===== src/rtl/fetch_queue.sv =====
// Decoupled instruction-fetch prefetch queue on an addr_ok/data_ok split bus, with redirect squash.
// Optional same-cycle head bypass of an empty queue when FETCHQ_BYPASS_EN is defined.
module fetch_queue #(
  parameter int              XLEN     = 64,
  parameter int              INSTR_W  = 32,
  parameter int              DEPTH    = 4,
  parameter logic [XLEN-1:0] RESET_PC = 64'h8000_0000
) (
  input  logic                       clk,
  input  logic                       reset,
  input  logic                       redirect_valid,
  input  logic [XLEN-1:0]            redirect_pc,
  output logic                       ireq_valid,
  output logic [XLEN-1:0]            ireq_addr,
  input  logic                       iresp_addr_ok,
  input  logic                       iresp_data_ok,
  input  logic [INSTR_W-1:0]         iresp_data,
  output logic                       deq_valid,
  input  logic                       deq_ready,
  output logic [XLEN-1:0]            deq_pc,
  output logic [INSTR_W-1:0]         deq_instr,
  output logic [$clog2(DEPTH+1)-1:0] count
);

  localparam int CW = $clog2(DEPTH + 1);
  localparam int PW = $clog2(DEPTH);
  localparam logic [CW-1:0]   DEPTH_C  = CW'(DEPTH);
  localparam logic [CW-1:0]   CNT_ZERO = {CW{1'b0}};
  localparam logic [CW-1:0]   CNT_ONE  = {{(CW-1){1'b0}}, 1'b1};
  localparam logic [PW-1:0]   PTR_ZERO = {PW{1'b0}};
  localparam logic [PW-1:0]   PTR_ONE  = {{(PW-1){1'b0}}, 1'b1};
  localparam logic [PW-1:0]   PTR_LAST = PW'(DEPTH - 1);
  localparam logic [XLEN-1:0] PC_STEP  = {{(XLEN-3){1'b0}}, 3'b100};

  typedef enum logic [2:0] {
    S_IDLE      = 3'd0,
    S_REQ       = 3'd1,
    S_WAIT      = 3'd2,
    S_KILL_REQ  = 3'd3,
    S_KILL_WAIT = 3'd4
  } state_e;

  state_e              state_r;
  logic                ireq_valid_r;
  logic [XLEN-1:0]     req_pc_r;
  logic [XLEN-1:0]     fetch_pc_r;
  logic [XLEN-1:0]     fetch_pc_nxt_s;
  logic [XLEN-1:0]     mem_pc_r    [DEPTH];
  logic [INSTR_W-1:0]  mem_instr_r [DEPTH];
  logic [PW-1:0]       head_r;
  logic [PW-1:0]       tail_r;
  logic [CW-1:0]       count_r;
  logic [CW-1:0]       count_nxt_s;
  logic                resp_live_s;
  logic                bypass_s;
  logic                push_s;
  logic                pop_s;
  logic                space_s;

  function automatic logic [PW-1:0] ptr_next(input logic [PW-1:0] p);
    logic [PW-1:0] n;
    if (p == PTR_LAST) begin
      n = PTR_ZERO;
    end else begin
      n = p + PTR_ONE;
    end
    return n;
  endfunction

  // Response acceptance, queue occupancy bookkeeping and next fetch PC
  always_comb begin
    resp_live_s    = 1'b0;
    bypass_s       = 1'b0;
    push_s         = 1'b0;
    pop_s          = 1'b0;
    count_nxt_s    = count_r;
    space_s        = 1'b0;
    fetch_pc_nxt_s = fetch_pc_r;

    // A response is only kept if it belongs to a live request and no redirect squashes it now.
    if (redirect_valid) begin
      resp_live_s = 1'b0;
    end else if (state_r == S_REQ) begin
      resp_live_s = iresp_addr_ok && iresp_data_ok;
    end else if (state_r == S_WAIT) begin
      resp_live_s = iresp_data_ok;
    end else begin
      resp_live_s = 1'b0;
    end

`ifdef FETCHQ_BYPASS_EN
    bypass_s = resp_live_s && (count_r == CNT_ZERO);
`else
    bypass_s = 1'b0;
`endif

    pop_s  = (count_r != CNT_ZERO) && deq_ready;
    push_s = resp_live_s && !(bypass_s && deq_ready);

    if (redirect_valid) begin
      count_nxt_s = CNT_ZERO;
    end else begin
      count_nxt_s = count_r + (push_s ? CNT_ONE : CNT_ZERO) - (pop_s ? CNT_ONE : CNT_ZERO);
    end
    space_s = (count_nxt_s < DEPTH_C);

    if (redirect_valid) begin
      fetch_pc_nxt_s = redirect_pc;
    end else if ((state_r == S_REQ) && iresp_addr_ok) begin
      fetch_pc_nxt_s = fetch_pc_r + PC_STEP;
    end else begin
      fetch_pc_nxt_s = fetch_pc_r;
    end
  end

  // Fetch FSM: request issue, response wait and stale-transaction draining
  always_ff @(posedge clk or negedge reset) begin
    if (!reset) begin
      state_r      <= S_IDLE;
      ireq_valid_r <= 1'b0;
      req_pc_r     <= RESET_PC;
      fetch_pc_r   <= RESET_PC;
    end else begin
      fetch_pc_r <= fetch_pc_nxt_s;
      case (state_r)
        S_IDLE: begin
          if (space_s) begin
            state_r      <= S_REQ;
            ireq_valid_r <= 1'b1;
            req_pc_r     <= fetch_pc_nxt_s;
          end
        end
        S_REQ: begin
          // A same-cycle response under redirect is simply dropped; space_s is then true.
          if (iresp_addr_ok) begin
            if (iresp_data_ok && space_s) begin
              state_r      <= S_REQ;
              ireq_valid_r <= 1'b1;
              req_pc_r     <= fetch_pc_nxt_s;
            end else if (iresp_data_ok) begin
              state_r      <= S_IDLE;
              ireq_valid_r <= 1'b0;
            end else if (redirect_valid) begin
              state_r      <= S_KILL_WAIT;
              ireq_valid_r <= 1'b0;
            end else begin
              state_r      <= S_WAIT;
              ireq_valid_r <= 1'b0;
            end
          end else if (redirect_valid) begin
            state_r <= S_KILL_REQ;
          end
        end
        S_WAIT: begin
          if (iresp_data_ok && space_s) begin
            state_r      <= S_REQ;
            ireq_valid_r <= 1'b1;
            req_pc_r     <= fetch_pc_nxt_s;
          end else if (iresp_data_ok) begin
            state_r <= S_IDLE;
          end else if (redirect_valid) begin
            state_r <= S_KILL_WAIT;
          end
        end
        S_KILL_REQ: begin
          if (iresp_addr_ok) begin
            ireq_valid_r <= 1'b0;
            state_r      <= iresp_data_ok ? S_IDLE : S_KILL_WAIT;
          end
        end
        S_KILL_WAIT: begin
          if (iresp_data_ok) begin
            state_r <= S_IDLE;
          end
        end
        default: begin
          state_r      <= S_IDLE;
          ireq_valid_r <= 1'b0;
        end
      endcase
    end
  end

  // Queue pointers and occupancy; a redirect flushes everything
  always_ff @(posedge clk or negedge reset) begin
    if (!reset) begin
      head_r  <= PTR_ZERO;
      tail_r  <= PTR_ZERO;
      count_r <= CNT_ZERO;
    end else if (redirect_valid) begin
      head_r  <= PTR_ZERO;
      tail_r  <= PTR_ZERO;
      count_r <= CNT_ZERO;
    end else begin
      if (push_s) begin
        tail_r <= ptr_next(tail_r);
      end
      if (pop_s) begin
        head_r <= ptr_next(head_r);
      end
      count_r <= count_nxt_s;
    end
  end

  // Entry storage, written at the tail on an accepted response
  always_ff @(posedge clk) begin
    if (push_s) begin
      mem_pc_r[tail_r]    <= req_pc_r;
      mem_instr_r[tail_r] <= iresp_data;
    end
  end

  // Head presentation to decode, optionally bypassing an empty queue
  always_comb begin
    deq_valid = 1'b0;
    deq_pc    = mem_pc_r[head_r];
    deq_instr = mem_instr_r[head_r];
    if (bypass_s) begin
      deq_valid = 1'b1;
      deq_pc    = req_pc_r;
      deq_instr = iresp_data;
    end else begin
      deq_valid = (count_r != CNT_ZERO);
      deq_pc    = mem_pc_r[head_r];
      deq_instr = mem_instr_r[head_r];
    end
  end

  assign ireq_valid = ireq_valid_r;
  assign ireq_addr  = req_pc_r;
  assign count      = count_r;

endmodule


===== config.mk =====
export PLATFORM = sky130hd
export DESIGN_NAME = fetch_queue
export DESIGN_NICKNAME = d
export VERILOG_FILES = /design/src/rtl/fetch_queue.sv
export SDC_FILE = /design/constraint.sdc
export NUM_CORES = 1
export LEC_CHECK = 0
export ABC_AREA = 0
export BUFFER_PORTS_ARGS = -buffer_cell sky130_fd_sc_hd__buf_2
export CORE_MARGIN = 1
export CORE_UTILIZATION = 51
export DETAILED_ROUTE_END_ITERATION = 10
export PLACE_DENSITY_LB_ADDON = 0.25
export SLEW_MARGIN = 5
export SYNTH_ARGS = -nofsm -noshare
export SYNTH_HDL_FRONTEND = slang
export SYNTH_SLANG_ARGS = --single-unit

===== constraint.sdc =====
create_clock -name clk -period 4.9 [get_ports clk]
set_clock_uncertainty 0.15 [all_clocks]
set_input_delay 0.98 -clock clk [delete_from_list [all_inputs] [get_ports clk]]
set_output_delay 0.98 -clock clk [all_outputs]
set_load 0.02 [all_outputs]

# Yosys cells after proc, flatten, opt, wreduce, memory -nomap -nowiden
# Memory sizes are Yosys's and may differ from the RTL's.
# Cells that the tools add are included.
dict set report classes {
  mux 40
  n_eq_ne 13
  n_bitwise 1
  add_sub_neg 5
  magnitude_cmp 1
  n_reduce_logical 12
}
# op n
set ops {}
lappend ops {{two-way mux 64 bit} 5}
lappend ops {{one-hot mux 64 bit (3 select lines)} 1}
lappend ops {{adder 64 x 3 -> 64 bit, second input constant} 1}
lappend ops {{two-way mux 3 bit} 14}
lappend ops {{one-hot mux 3 bit (5 select lines)} 1}
lappend ops {{two-way mux 1 bit} 12}
lappend ops {{two-way mux 2 bit} 6}
lappend ops {{AND reduction 5 bit} 2}
lappend ops {{inequality test 2 bit, second input constant} 4}
lappend ops {{== test 3 x 2 -> 1 bit, second input constant} 2}
lappend ops {{nonzero test 3 bit} 2}
lappend ops {{one-hot mux 1 bit (5 select lines)} 1}
lappend ops {{adder 2 x 1 -> 2 bit, second input constant} 2}
lappend ops {{== test 2 bit, second input constant} 2}
lappend ops {{logical AND 1 bit} 4}
lappend ops {{inequality test 4 x 3 -> 1 bit, second input constant} 1}
lappend ops {{nonzero test 2 bit} 2}
lappend ops {{adder 3 x 1 -> 3 bit} 1}
lappend ops {{== test 3 x 1 -> 1 bit, second input constant} 1}
lappend ops {{== test 3 bit, second input constant} 1}
lappend ops {{zero test 3 bit} 1}
lappend ops {{less-than comparator 3 bit, second input constant} 1}
lappend ops {{inequality test 3 bit, second input constant} 1}
lappend ops {{AND reduction 3 bit} 1}
lappend ops {{3 further kinds} 3}
dict set report word_totals {
  register_bits 139
  output_inout_bits 165
  word_cells 81
  ramBits 384
  memories 2
  in_bits 102
}
# memory depth word_bits read_ports rd_ports_with_merged_regs wr line
set mem_list {}
lappend mem_list {mem_pc_r 4 64 1 0 1 48} ;# logic [XLEN-1:0] mem_pc_r [DEPTH];
lappend mem_list {mem_instr_r 4 32 1 0 1 49} ;# logic [INSTR_W-1:0] mem_instr_r [DEPTH];

# Logic depth before layout (Yosys ltp)
dict set report depth {
  word_depth 13
  ltp_mapped 21
  depth_no_buf 17
}

# Least setup slack after synthesis
# No wires, ideal clock.
dict set report synth_path {
  path_kind {input port to flip-flop}
  startpoint {input port iresp_addr_ok}
  endpoint {memory mem_instr_r[0][0], enable pin}
  t_arrival_ps 4092
  stages 5
  slack_ps 192
  setup_ps 466
  required_time_ps 4284
  path_buffers 0
  path_cell_list {nand2_1 > mux2i_1 > nor3b_1 > nor2b_1 > and2_1}
}
dict set report synth_via {
  elab_chain_cells 5
}
# element line
set synth_lines {}
lappend synth_lines {{from (decl)} 15} ;# input logic iresp_addr_ok,
lappend synth_lines {{logical AND 1 bit} 84} ;# resp_live_s = iresp_addr_ok && iresp_data_ok;
lappend synth_lines {{two-way mux 1 bit} 83} ;# end else if (state_r == S_REQ) begin
lappend synth_lines {{two-way mux 1 bit} 81} ;# if (redirect_valid) begin
lappend synth_lines {{two-way mux 1 bit} 207} ;# if (push_s) begin
lappend synth_lines {{two-way mux 1 bit (not written as such)} 209} ;# mem_instr_r[tail_r] <= iresp_data;
lappend synth_lines {{to (decl)} 49}
# No other way between the ends.

# Worst setup path after layout
dict set report layout_path {
  startpoint {register state_r[0]}
  endpoint {register req_pc_r[46] (netlist: ireq_addr[46])}
}
dict set report layout_via {
  elab_chain_cells 13
  elab_cells_between_ends 23
  cone_classes {add/sub (2); order compare (1); eq/ne (4); mux (11); reduce/logical (5)}
}
# element line
set layout_lines {}
lappend layout_lines {{from (decl)} 43} ;# state_e state_r;
lappend layout_lines {{from (signal assigned)} 168} ;# state_r <= iresp_data_ok ? S_IDLE : S_KILL_WAIT;
lappend layout_lines {{== test 3 x 2 -> 1 bit} {85, 125}}
lappend layout_lines {{two-way mux 1 bit} 85} ;# end else if (state_r == S_WAIT) begin
lappend layout_lines {{two-way mux 1 bit} 83}
lappend layout_lines {{two-way mux 1 bit} 81}
lappend layout_lines {{two-way mux 1 bit} 103} ;# count_nxt_s = count_r + (push_s ? CNT_ONE : CNT_ZERO) - (pop_s ? CNT_ONE : CNT_ZERO);
lappend layout_lines {{adder 3 x 1 -> 3 bit} 103}
lappend layout_lines {{subtractor 3 x 1 -> 3 bit} 103}
lappend layout_lines {{two-way mux 3 bit} 100} ;# if (redirect_valid) begin
lappend layout_lines {{less-than comparator 3 bit} 105} ;# space_s = (count_nxt_s < DEPTH_C);
lappend layout_lines {{logical AND 1 bit} {136, 155}}
lappend layout_lines {{two-way mux 64 bit} {136, 155}}
lappend layout_lines {{two-way mux 64 bit} 135} ;# if (iresp_addr_ok) begin
lappend layout_lines {{one-hot mux 64 bit (3 select lines)} 125} ;# case (state_r)
lappend layout_lines {{to (signal assigned)} 130} ;# req_pc_r <= fetch_pc_nxt_s;
lappend layout_lines {{to (signal assigned)} 139} ;# req_pc_r <= fetch_pc_nxt_s;
lappend layout_lines {{to (signal assigned)} 158} ;# req_pc_r <= fetch_pc_nxt_s;
lappend layout_lines {{to (decl)} 45} ;# logic [XLEN-1:0] req_pc_r;
# Several ways; a longest one is shown, not always the timed one. The select of a mux whose other input is x is not followed.
# A chain may end at the register's enable or synchronous reset.

==> flow_metrics.py <==
metrics = {
    "power_and_ir_drop": {
        "p_leak_uw": 0.00882,
        "power.density_mw_per_mm2": 554,
        "ir_drop_mv": 0.404,
    },
    "yosys": {
        "synth.distinct_cells": 57,
        "syn_inst": 1212,
        "ys_warn_count": 0,
        "syn_nets": 1322,
        "synth_common_cells": "384 x edfxtp_1, 137 x dfrtp_1, 99 x nand2_1",
        "synth.top_cell.area_share_pct": 55.1,
        "synth-seq-cells": 523,
        "synth_ff_type": "edfxtp_1",
        "syn_area_sq_mm": 0.0209,
        "synth_top_area_cell": "edfxtp_1",
        "synth_edf_count": 384,
        "synthTopCellsByArea": "edfxtp_1 55%, dfrtp_1 16%, mux4_2 10%",
        "synth_most_common_cell": "edfxtp_1",
        "synth-async-reset-ratio_pct": 26.6,
        "yosysSeqAreaShare_pct": 71.7,
        "syn_avg_cell_area_sq_um": 17.3,
    },
    "detailed_routing": {
        "wl_per_cell_microns": 22.5,
        "num_vias": 11800,
        "dr.pass1.iters": 5,
        "ant_nets": 0,
        "drt_iter0_drc": 685,
        "viasPerCell": 5.70,
        "wl_mm": 46.6,
        "drc": 0,
    },
    "clock_tree": {
        "hold_buffers": 0,
        "clk_pin_slew_worst_paths_ns": 0.06,
        "cts.sinks": 523,
        "clock_latency_ns": 0.60,
        "root_buffer": "clkbuf_16",
        "cts_tree": "yes",
        "cts_buffer_depth": 3,
        "cts_buffers": 51,
        "post-cts-setup-buffers": 0,
        "cts_htree_levels": 2,
        "cts_resized": 0,
    },
    "global_routing": {
        "met2_usage_pct": 35.4,
        "grt.busiest_layer": "met2",
        "use_met3_pct": 4.33,
        "grt_pass1_vias": 12100,
        "grt_pass1_wl_mm": 71.9,
        "grtUsageTotal_pct": 23.0,
        "antenna_found_initial": 13,
        "grt_max_degree": 93,
        "overflow": 0,
        "met1_usage_pct": 32.6,
    },
    "floorplan": {
        "die_w_microns": 205,
        "io_pins": 267,
        "die_area_sq_mm": 0.0419,
        "start_util_pct": 52.2,
        "die_h_microns": 205,
        "rows": 73,
        "core_sq_mm": 0.0401,
    },
    "setup_path": {
        "worstRegToRegCells": 17,
        "startpoint": "state_r[0]",
        "reg2reg_to": "ireq_addr[46]",
        "arrival_ns": 4.71,
        "end_kind": "register",
        "crit_type": "register to register",
        "rrSetupSlack_ns": 0.54,
        "path_max_fanout": 20,
        "r2r-start": "state_r[0]",
        "required_ns": 5.25,
        "critPathLaunchType": "register",
        "cp-endpoint": "ireq_addr[46]",
    },
    "outcome": {
        "status": "complete, no violations",
    },
    "flow_run": {
        "cap_violations": 0,
    },
    "placed_design": {
        "io_buffers": 266,
        "hpwl_mm": 30.7,
        "place_congestion": 0.806,
    },
    "sta": {
        "tightest_slew_ns": 0.967,
        "hold_viol": 0,
        "setup_viol": 0,
        "finalCritPeriodShare_pct": 89.0,
        "rsz0062_at_grt": "no",
        "max_freq_mhz": 229,
        "tns_ns": 0,
        "fin_crit_ns": 4.36,
        "slew_violations": 0,
        "max-slew-margin-rel_pct": 35.4,
    },
    "final_layout": {
        "area.growth.synth_to_final_pct": 17.5,
        "final_util_pct": 61.3,
        "fin_nets": 1607,
        "layout-drive-gt1-share_pct": 35.2,
    },
    "worst_hold_path": {
        "hp-class": "input pin to asynchronous set/reset pin",
    },
}
-- registers in the layout, indices dropped and copies added (netlist names) --
name / flops
count: 3
fetch_pc_r: 64
head_r: 2
ireq_addr: 64
ireq_valid: 1
mem_instr_r: 128
mem_pc_r: 256
state_r: 3
tail_r: 2
-- cell type report --
type	instances	area (sq um)
multi-input combinational	612	5610
inverter	15	56.3
sequential	523	15000
clock buffer	75	1490
tap	525	657
clock inverter	18	134
antenna	9	22.5
timing repair buffer	294	1600
fill	2968	15500
-- layer usage --
layer  up-vias  wire [microns]
met5         -              46
met3        96            3030
met4         6            1380
met1      5984           20300
li1       5328               -
met2       385           21800
-- per-stage QoR --
stage / hold WS [ns] / setup WS (ns) / area [sq um] / power (uW) / instances
3_3_place_gp: 0.331 / 0.275 / 22900 / 9910 / 1969
5_1_grt: 0.356 / 0.368 / 24600 / 14300 / 2068
4_1_cts: 0.342 / 0.590 / 24600 / 13800 / 2062
6_report: 0.309 / 0.539 / 24600 / 13600 / 2071
2_1_floorplan: 0.319 / 0.192 / 20900 / 8630 / 1212
3_5_place_dp: 0.335 / 0.0630 / 22900 / 10000 / 1969
-- layout by cell type (no fill, tap or decap), types with 18 or more instances in the layout --
| master | netlist | layout |
|---|---|---|
| edfxtp_1 | 384 | 384 |
| buf_2 | 4 | 264 |
| dfrtp_1 | 137 | 135 |
| nand2_1 | 99 | 99 |
| mux4_2 | 96 | 96 |
| clkbuf_16 | 0 | 53 |
| nor2_1 | 48 | 48 |
| mux2_2 | 46 | 46 |
| o21ai_0 | 36 | 36 |
| nand4_1 | 32 | 32 |
| xor2_1 | 29 | 29 |
| nand3_1 | 27 | 27 |
| xnor2_1 | 26 | 26 |
| a21oi_1 | 26 | 26 |
| buf_4 | 1 | 25 |
| o221ai_1 | 18 | 18 |
-- cells by family after synthesis --
kind of cell / after synthesis / share of synthesized area, %
buf+inv: 77 / 1.54
flops: 523 / 71.7
simple gates: 298 / 7.68
mux: 148 / 13.1
fa+ha+maj: 8 / 0.514
compound gates: 103 / 3.15
xor+xnor: 55 / 2.30
-- how the worst min path moves through the flow --
stage                             start              to  slack (ns)  cells past startpoint
final                             reset   ireq_addr[47]        0.31                      1
after global routing      fetch_pc_r[0]   fetch_pc_r[0]        0.36                      1
after CTS                         reset  fetch_pc_r[49]        0.34                      1
after detailed placement  fetch_pc_r[0]   fetch_pc_r[0]        0.33                      1
after global placement    fetch_pc_r[0]   fetch_pc_r[0]        0.33                      1
after floorplan           fetch_pc_r[0]   fetch_pc_r[0]        0.32                      1
-- report_power, final --
group / switching [uW] / leakage, uW / internal [uW] / total [uW]
combinational: 2080 / 0.00289 / 1540 / 3620
clock: 1630 / 0.000797 / 2120 / 3750
sequential: 679 / 0.00513 / 5580 / 6260
-- worst max-delay path, stage by stage, from the launching register on --
cell and delay [ns]:
dfrtp_1 0.57, nand2_1 0.16, mux2i_1 0.17, nor3b_1 0.33, nor2b_1 0.23, inv_1 0.06, ha_1 0.27, inv_1 0.06
ha_1 0.13, inv_1 0.04, fa_1 0.37, xnor2_1 0.15, xnor2_1 0.14, nand2_1 0.12, inv_1 0.09, or3_4 0.40
or2_2 0.52, o221ai_1 0.28
(Power assumes the default switching activity.)
